<file path="src/rtl/seg_scan_pkg.sv">
// Shared constants and types for the 8-digit common-anode scan driver.
// Segment bytes are active-low with bit7 = dp and bits6:0 = g..a.
package seg_scan_pkg;

  localparam int NUM_DIGITS = 8;
  localparam int PHASES     = 16;

  localparam logic [7:0] SEG_BLANK = 8'hFF;
  localparam logic [7:0] AN_OFF    = 8'hFF;

  typedef enum logic {
    ST_IDLE = 1'b0,
    ST_SCAN = 1'b1
  } scan_state_e;

  // A counter of width 1 still works when SUB_CYCLES is 1.
  function automatic int sub_width(input int n);
    return (n > 1) ? $clog2(n) : 1;
  endfunction

  function automatic logic [7:0] an_select(input logic [2:0] d);
    return ~(8'b1 << d);
  endfunction

endpackage

</file>
<file path="src/rtl/seg_scan_timer.sv">
// Sub-cycle / brightness-phase / digit counter chain for the scan driver.
// Holds all counters at zero while run is low.
module seg_scan_timer
  import seg_scan_pkg::*;
#(
  parameter int  SUB_CYCLES = 6250,
  localparam int SUB_W      = sub_width(SUB_CYCLES)
) (
  input  logic             clk,
  input  logic             rst,
  input  logic             run,
  output logic [SUB_W-1:0] sub_cnt,
  output logic [3:0]       phase,
  output logic [2:0]       digit,
  output logic             frame_wrap
);

  localparam logic [SUB_W-1:0] SUB_LAST   = SUB_W'(SUB_CYCLES - 1);
  localparam logic [3:0]       PHASE_LAST = 4'(PHASES - 1);
  localparam logic [2:0]       DIGIT_LAST = 3'(NUM_DIGITS - 1);

  logic [SUB_W-1:0] sub_q, sub_d;
  logic [3:0]       phase_q, phase_d;
  logic [2:0]       digit_q, digit_d;
  logic             sub_last, phase_last, digit_last;

  assign sub_last   = (sub_q == SUB_LAST);
  assign phase_last = (phase_q == PHASE_LAST);
  assign digit_last = (digit_q == DIGIT_LAST);

  // NOTE: every always_comb output gets a default first so no path leaves it unassigned (no latch).
  always_comb begin
    sub_d   = sub_q;
    phase_d = phase_q;
    digit_d = digit_q;
    if (!run) begin
      sub_d   = '0;
      phase_d = '0;
      digit_d = '0;
    end else if (sub_last) begin
      sub_d = '0;
      if (phase_last) begin
        phase_d = '0;
        digit_d = digit_q + 3'd1;
      end else begin
        phase_d = phase_q + 4'd1;
      end
    end else begin
      sub_d = sub_q + 1'b1;
    end
  end

  // NOTE: state registers use non-blocking assignments so every flop samples pre-edge values.
  always_ff @(posedge clk) begin
    if (rst) begin
      sub_q   <= '0;
      phase_q <= '0;
      digit_q <= '0;
    end else begin
      sub_q   <= sub_d;
      phase_q <= phase_d;
      digit_q <= digit_d;
    end
  end

  assign sub_cnt    = sub_q;
  assign phase      = phase_q;
  assign digit      = digit_q;
  assign frame_wrap = run & sub_last & phase_last & digit_last;

endmodule

</file>
<file path="src/rtl/seg_scan_driver.sv">
// Time-multiplexed 8-digit 7-segment scan driver: per-frame shadow latch,
// guard blank on phase 0 and 16-step duty-cycle brightness.
module seg_scan_driver
  import seg_scan_pkg::*;
#(
  parameter int  SUB_CYCLES = 6250,
  localparam int SUB_W      = sub_width(SUB_CYCLES)
) (
  input  logic        clk,
  input  logic        rst,
  input  logic [63:0] seg_data_in,
  input  logic        enable,
  input  logic [3:0]  bright,
  output logic [7:0]  seg_out,
  output logic [7:0]  an_out,
  output logic [2:0]  digit_idx,
  output logic        frame_start
);

  scan_state_e      state_q;
  logic [63:0]      shadow_q;
  logic [3:0]       shadow_bright_q;
  logic [7:0]       seg_q, an_q;
  logic [2:0]       digit_idx_q;
  logic             frame_start_q;

  logic             run, load, lit, at_origin;
  logic [SUB_W-1:0] sub_cnt;
  logic [3:0]       phase;
  logic [2:0]       digit;
  logic             frame_wrap;

  // Counters advance only while staying in SCAN; entry and exit edges leave them at zero.
  assign run  = (state_q == ST_SCAN) && enable;
  assign load = ((state_q == ST_IDLE) && enable) || frame_wrap;

  seg_scan_timer #(.SUB_CYCLES(SUB_CYCLES)) u_timer (
    .clk        (clk),
    .rst        (rst),
    .run        (run),
    .sub_cnt    (sub_cnt),
    .phase      (phase),
    .digit      (digit),
    .frame_wrap (frame_wrap)
  );

  // Phase 0 is never lit, giving a guard blank at every digit change.
  assign lit       = (phase != 4'd0) && (phase <= shadow_bright_q);
  assign at_origin = (sub_cnt == '0) && (phase == 4'd0) && (digit == 3'd0);

  always_ff @(posedge clk) begin
    if (rst) begin
      state_q         <= ST_IDLE;
      shadow_q        <= {NUM_DIGITS{SEG_BLANK}};
      shadow_bright_q <= '0;
      seg_q           <= SEG_BLANK;
      an_q            <= AN_OFF;
      digit_idx_q     <= '0;
      frame_start_q   <= 1'b0;
    end else begin
      state_q <= enable ? ST_SCAN : ST_IDLE;

      if (load) begin
        shadow_q        <= seg_data_in;
        shadow_bright_q <= bright;
      end

      if (run) begin
        digit_idx_q   <= digit;
        frame_start_q <= at_origin;
        if (lit) begin
          an_q  <= an_select(digit);
          seg_q <= shadow_q[8*digit +: 8];
        end else begin
          an_q  <= AN_OFF;
          seg_q <= SEG_BLANK;
        end
      end else begin
        digit_idx_q   <= '0;
        frame_start_q <= 1'b0;
        an_q          <= AN_OFF;
        seg_q         <= SEG_BLANK;
      end
    end
  end

  assign seg_out     = seg_q;
  assign an_out      = an_q;
  assign digit_idx   = digit_idx_q;
  assign frame_start = frame_start_q;

endmodule
</file>
<file path="config.mk">
export PLATFORM = sky130hd
export DESIGN_NAME = seg_scan_driver
export DESIGN_NICKNAME = d
export VERILOG_FILES = /design/src/rtl/seg_scan_pkg.sv /design/src/rtl/seg_scan_timer.sv /design/src/rtl/seg_scan_driver.sv
export SDC_FILE = /design/constraint.sdc
export NUM_CORES = 1
export LEC_CHECK = 0
export ABC_AREA = 1
export ABC_CLOCK_PERIOD_IN_PS = 2240
export BUFFER_PORTS_ARGS = -buffer_cell sky130_fd_sc_hd__buf_2
export CORE_MARGIN = 2
export CORE_UTILIZATION = 55
export DETAILED_ROUTE_END_ITERATION = 10
export PLACE_DENSITY_LB_ADDON = 0.1
export SETUP_SLACK_MARGIN = 0.5
export SYNTH_ARGS = -nofsm -noshare
export SYNTH_HDL_FRONTEND = slang
export SYNTH_HIERARCHICAL = 1
export SYNTH_SLANG_ARGS = --single-unit
</file>
<file path="constraint.sdc">
create_clock -name clk -period 2.24 [get_ports clk]
set_input_delay 0.336 -clock clk [delete_from_list [all_inputs] [get_ports clk]]
set_output_delay 0.336 -clock clk [all_outputs]
set_load 0.01 [all_outputs]
</file>
==> summary.md <==
| Metric | Value |
|---|---|
| Vias in the first global route | `approximately 4600` |
| Ant diodes | `0` |
| Io pins | `91` |
| Avg WL per Cell | `14.2 µm` |
| Clk root buf | `clkbuf_8` |
| Largest net degree at the start of global routing | `39` |
| #FFs+latches synth | `109` |
| Worst Path Required | `between 2 and 3 ns` |
| Arrival @ worst endpoint | `2.01 ns` |
| Final hold vios | `0` |
| Routed WL | `13300 µm` |
| Final worst setup slack | `around 0.48 ns` |
| Synth Instances | `727` |
| FFs w/ async S/R, synth | `0` |
| Sequential area share after synthesis | `0.442` |
| Buffers on Ports | `90` |
| Max Transition Viols Final | `0` |
| Core area | `8720 µm²` |
| Chip Height | `98.8 µm` |
| Hold_buf cts | `0` |
| Worst skew pair latency | `~0.38 ns` |
| Area delta synth->final | `20.8%` |
| Syn Area/Cell | `6.79 µm²` |
| Vias/cell | `5.23` |
| Worst Setup SP | `u_timer/phase[1]` |
| Hpwl dp | `7970 µm` |
| Chip width | `98.8 µm` |
| DIE AREA | `~9800 µm²` |
| Final nets | `905` |
| Min-Delay Startpoint | `seg_data_in[45]` |
| DR DRC count | `0` |
| Final setup fails | `0` |
| CTS tree | `built` |
| Max Cap Viol | `0` |
| Antenna violations before repair | `0` |
| Cell area after synthesis | `roughly 4900 µm²` |
| Post-synth cell types | `31` |
| Gr ovfl total | `0` |
| PD cells | `610 nW/µm²` |
| Max transition margin | `0.693` |
| DR iter-0 viols | `a little over 300` |
| Filler cells | `approximately 750` |
| EDFF count, synth | `0` |
| Tightest Hold Check Type | `input port to flop` |
| Slew @ Worst Pin | `0.460 ns` |
| Setup TNS | `0 ns` |
| Row cnt | `34` |
| First-pass GRT wire length | `21200 µm` |
| Maximum clock insertion buffer count | `2` |
| Initial Utilization | `0.566` |
| Synth Flop Type | `dfxtp_1` |
| CTS clk-pin slew, worst paths | `between 0.1 and 0.15 ns` |
| Part of the cycle the worst path needs | `0.784` |
| # H-tree levels | `3` |
| Crit path launch type | `flop` |
| Synth area leader | `dfxtp_1` |
| DRT Pass-1 Iters | `7` |
| Fmax | `569 MHz` |
| Cts bufs inserted | `9` |
| Syn nets | `roughly 810` |
| Top-area cell type share of the netlist area | `0.442` |
| Vias | `4903` |
| Leakage | `0.00300 µW` |
| CP Max Fanout | `9` |
| Yosys warns | `6` |
| Tmin final | `1.76 ns` |
| CP Class | `flop to flop` |
| Fraction of layout cells with a size suffix above 1 | `0.219` |
| Area contributors post-synth | `dfxtp_1, nand2_1, nand3_1` |
| Sinks on Clock Net | `109` |
| Run status | `completed` |
| CP endpoint kind | `flop` |
| Clock Skews | `roughly 0.011 ns` |
| VDD IR-drop max | `between 0.3 and 0.4 mV` |
| Place WS | `~0.057 ns` |
| R2r startpoint | `u_timer/phase[1]` |
| Post-detailed-route count of antenna-violating nets | `0` |
| Total GRT Usage | `0.267` |
| Unrepaired setup endpoints after global routing | `yes` |
| Placer Congestion | `about 0.85` |
| Final core occ | `0.684` |
## cells in the mapped netlist, types with 2 or more instances
library cell / number
nand4_1: 8
nand3_1: 72
buf_2: 8
nand2_1: 355
buf_1: 2
inv_1: 39
buf_6: 7
ha_1: 9
nor2_1: 53
a21oi_1: 9
nor3_1: 2
buf_4: 8
inv_2: 3
clkinv_1: 2
nor2_2: 4
nand2_2: 3
clkbuf_1: 10
nor2_4: 2
xor2_1: 5
dfxtp_1: 109
o21ai_0: 7
## what timing repair did
item / in CTS / in global routing
resized for setup: 21 / 25
pin swaps: 4 / 6
cloned: 6 / 3
endpoints found under the setup margin: 73 / 76
setup buffers: 8 / 6
## flip-flops by register name (all words and copies together), names as in the netlist
name and count:
u_timer/phase 4, u_timer/digit 3, seg_out 8, state_q 1, digit_idx 3, an_out 8, shadow_bright_q 4, shadow_q 64
frame_start 1, u_timer/sub_cnt 13
## layout make-up
cell class,count,area [µm²],share of cell area
multi-input combinational,542,2470,0.414
sequential,109,2200,0.368
timing repair buffer,118,802,0.134
inverter,45,188,0.0314
tap,108,135,0.0226
clock buffer,9,124,0.0208
clock inverter,7,48.8,0.00818
## cell usage in the layout, fill, tap and decap left out, types with 2 or more instances in the layout
master     count
dfxtp_1      101
nor2_4         6
xor2_1         5
nor2_2         7
nand3_1       72
inv_6          3
buf_12         3
o21ai_0        5
inv_4          2
ha_1           5
inv_1         38
nand4_1        8
buf_4         17
ha_4           2
buf_6          3
dfxtp_4        2
dfxtp_2        6
inv_2          3
clkinv_2       4
buf_2         90
clkbuf_16      3
clkbuf_8       9
nand2_4        2
nand2_1      350
o21ai_1        2
nor2_1        50
nand2_2        7
buf_16         2
a21oi_1        9
ha_2           2
## worst paths after layout
path         cells after the start            endpoint  slack [ns]
max                             11        shadow_q[59]        0.48
min                              3        shadow_q[45]        0.15
max reg2reg                     11        shadow_q[59]        0.48
min reg2reg                      2  shadow_bright_q[1]        0.48
## where the power goes
group          total, µW  switching, µW  internal (µW)
Sequential          2080           50.7           2030
Combinational        450            253            197
Clock               1110            700            412
## per-layer routing
metal / track usage / part of all wire / up-vias
met3: 0.0511 / 0.066 / 22
met1: 0.353 / 0.45 / 2257
li1: - / - / 2437
met5: 0 / 0 / -
met2: 0.444 / 0.47 / 187
met4: 0.0822 / 0.014 / 0
## critical path: stages (launching register included)
cell,delay (ns)
dfxtp_4,0.38
ha_4,0.16
nand2_2,0.09
nor2_4,0.06
inv_4,0.07
nor3_4,0.05
buf_6,0.12
nor2_8,0.24
clkinv_8,0.15
clkbuf_16,0.20
nand2_1,0.06
nand3_1,0.06
## stage by stage
stage               cells  hold slack, ns  area (µm²)  total power, µW
finish                938           0.148        5970             3640
global route          938           0.139        5970             3790
CTS                   929           0.137        5770             3630
detailed placement    899           0.455        5400             2500
global placement      899           0.454        5400             2490
floorplan             727           0.408        4950             2370
## cell families (layout without fill, tap and decap cells)
logic type / count (synthesis) / in the layout / share of synthesized area
xor+xnor: 6 / 6 / 0.0106
compound gates: 17 / 17 / 0.0195
fa+ha+maj: 9 / 9 / 0.0228
flops: 109 / 109 / 0.442
buf+inv: 80 / 179 / 0.0800
simple gates: 506 / 510 / 0.425
(Power assumes the default switching activity.)
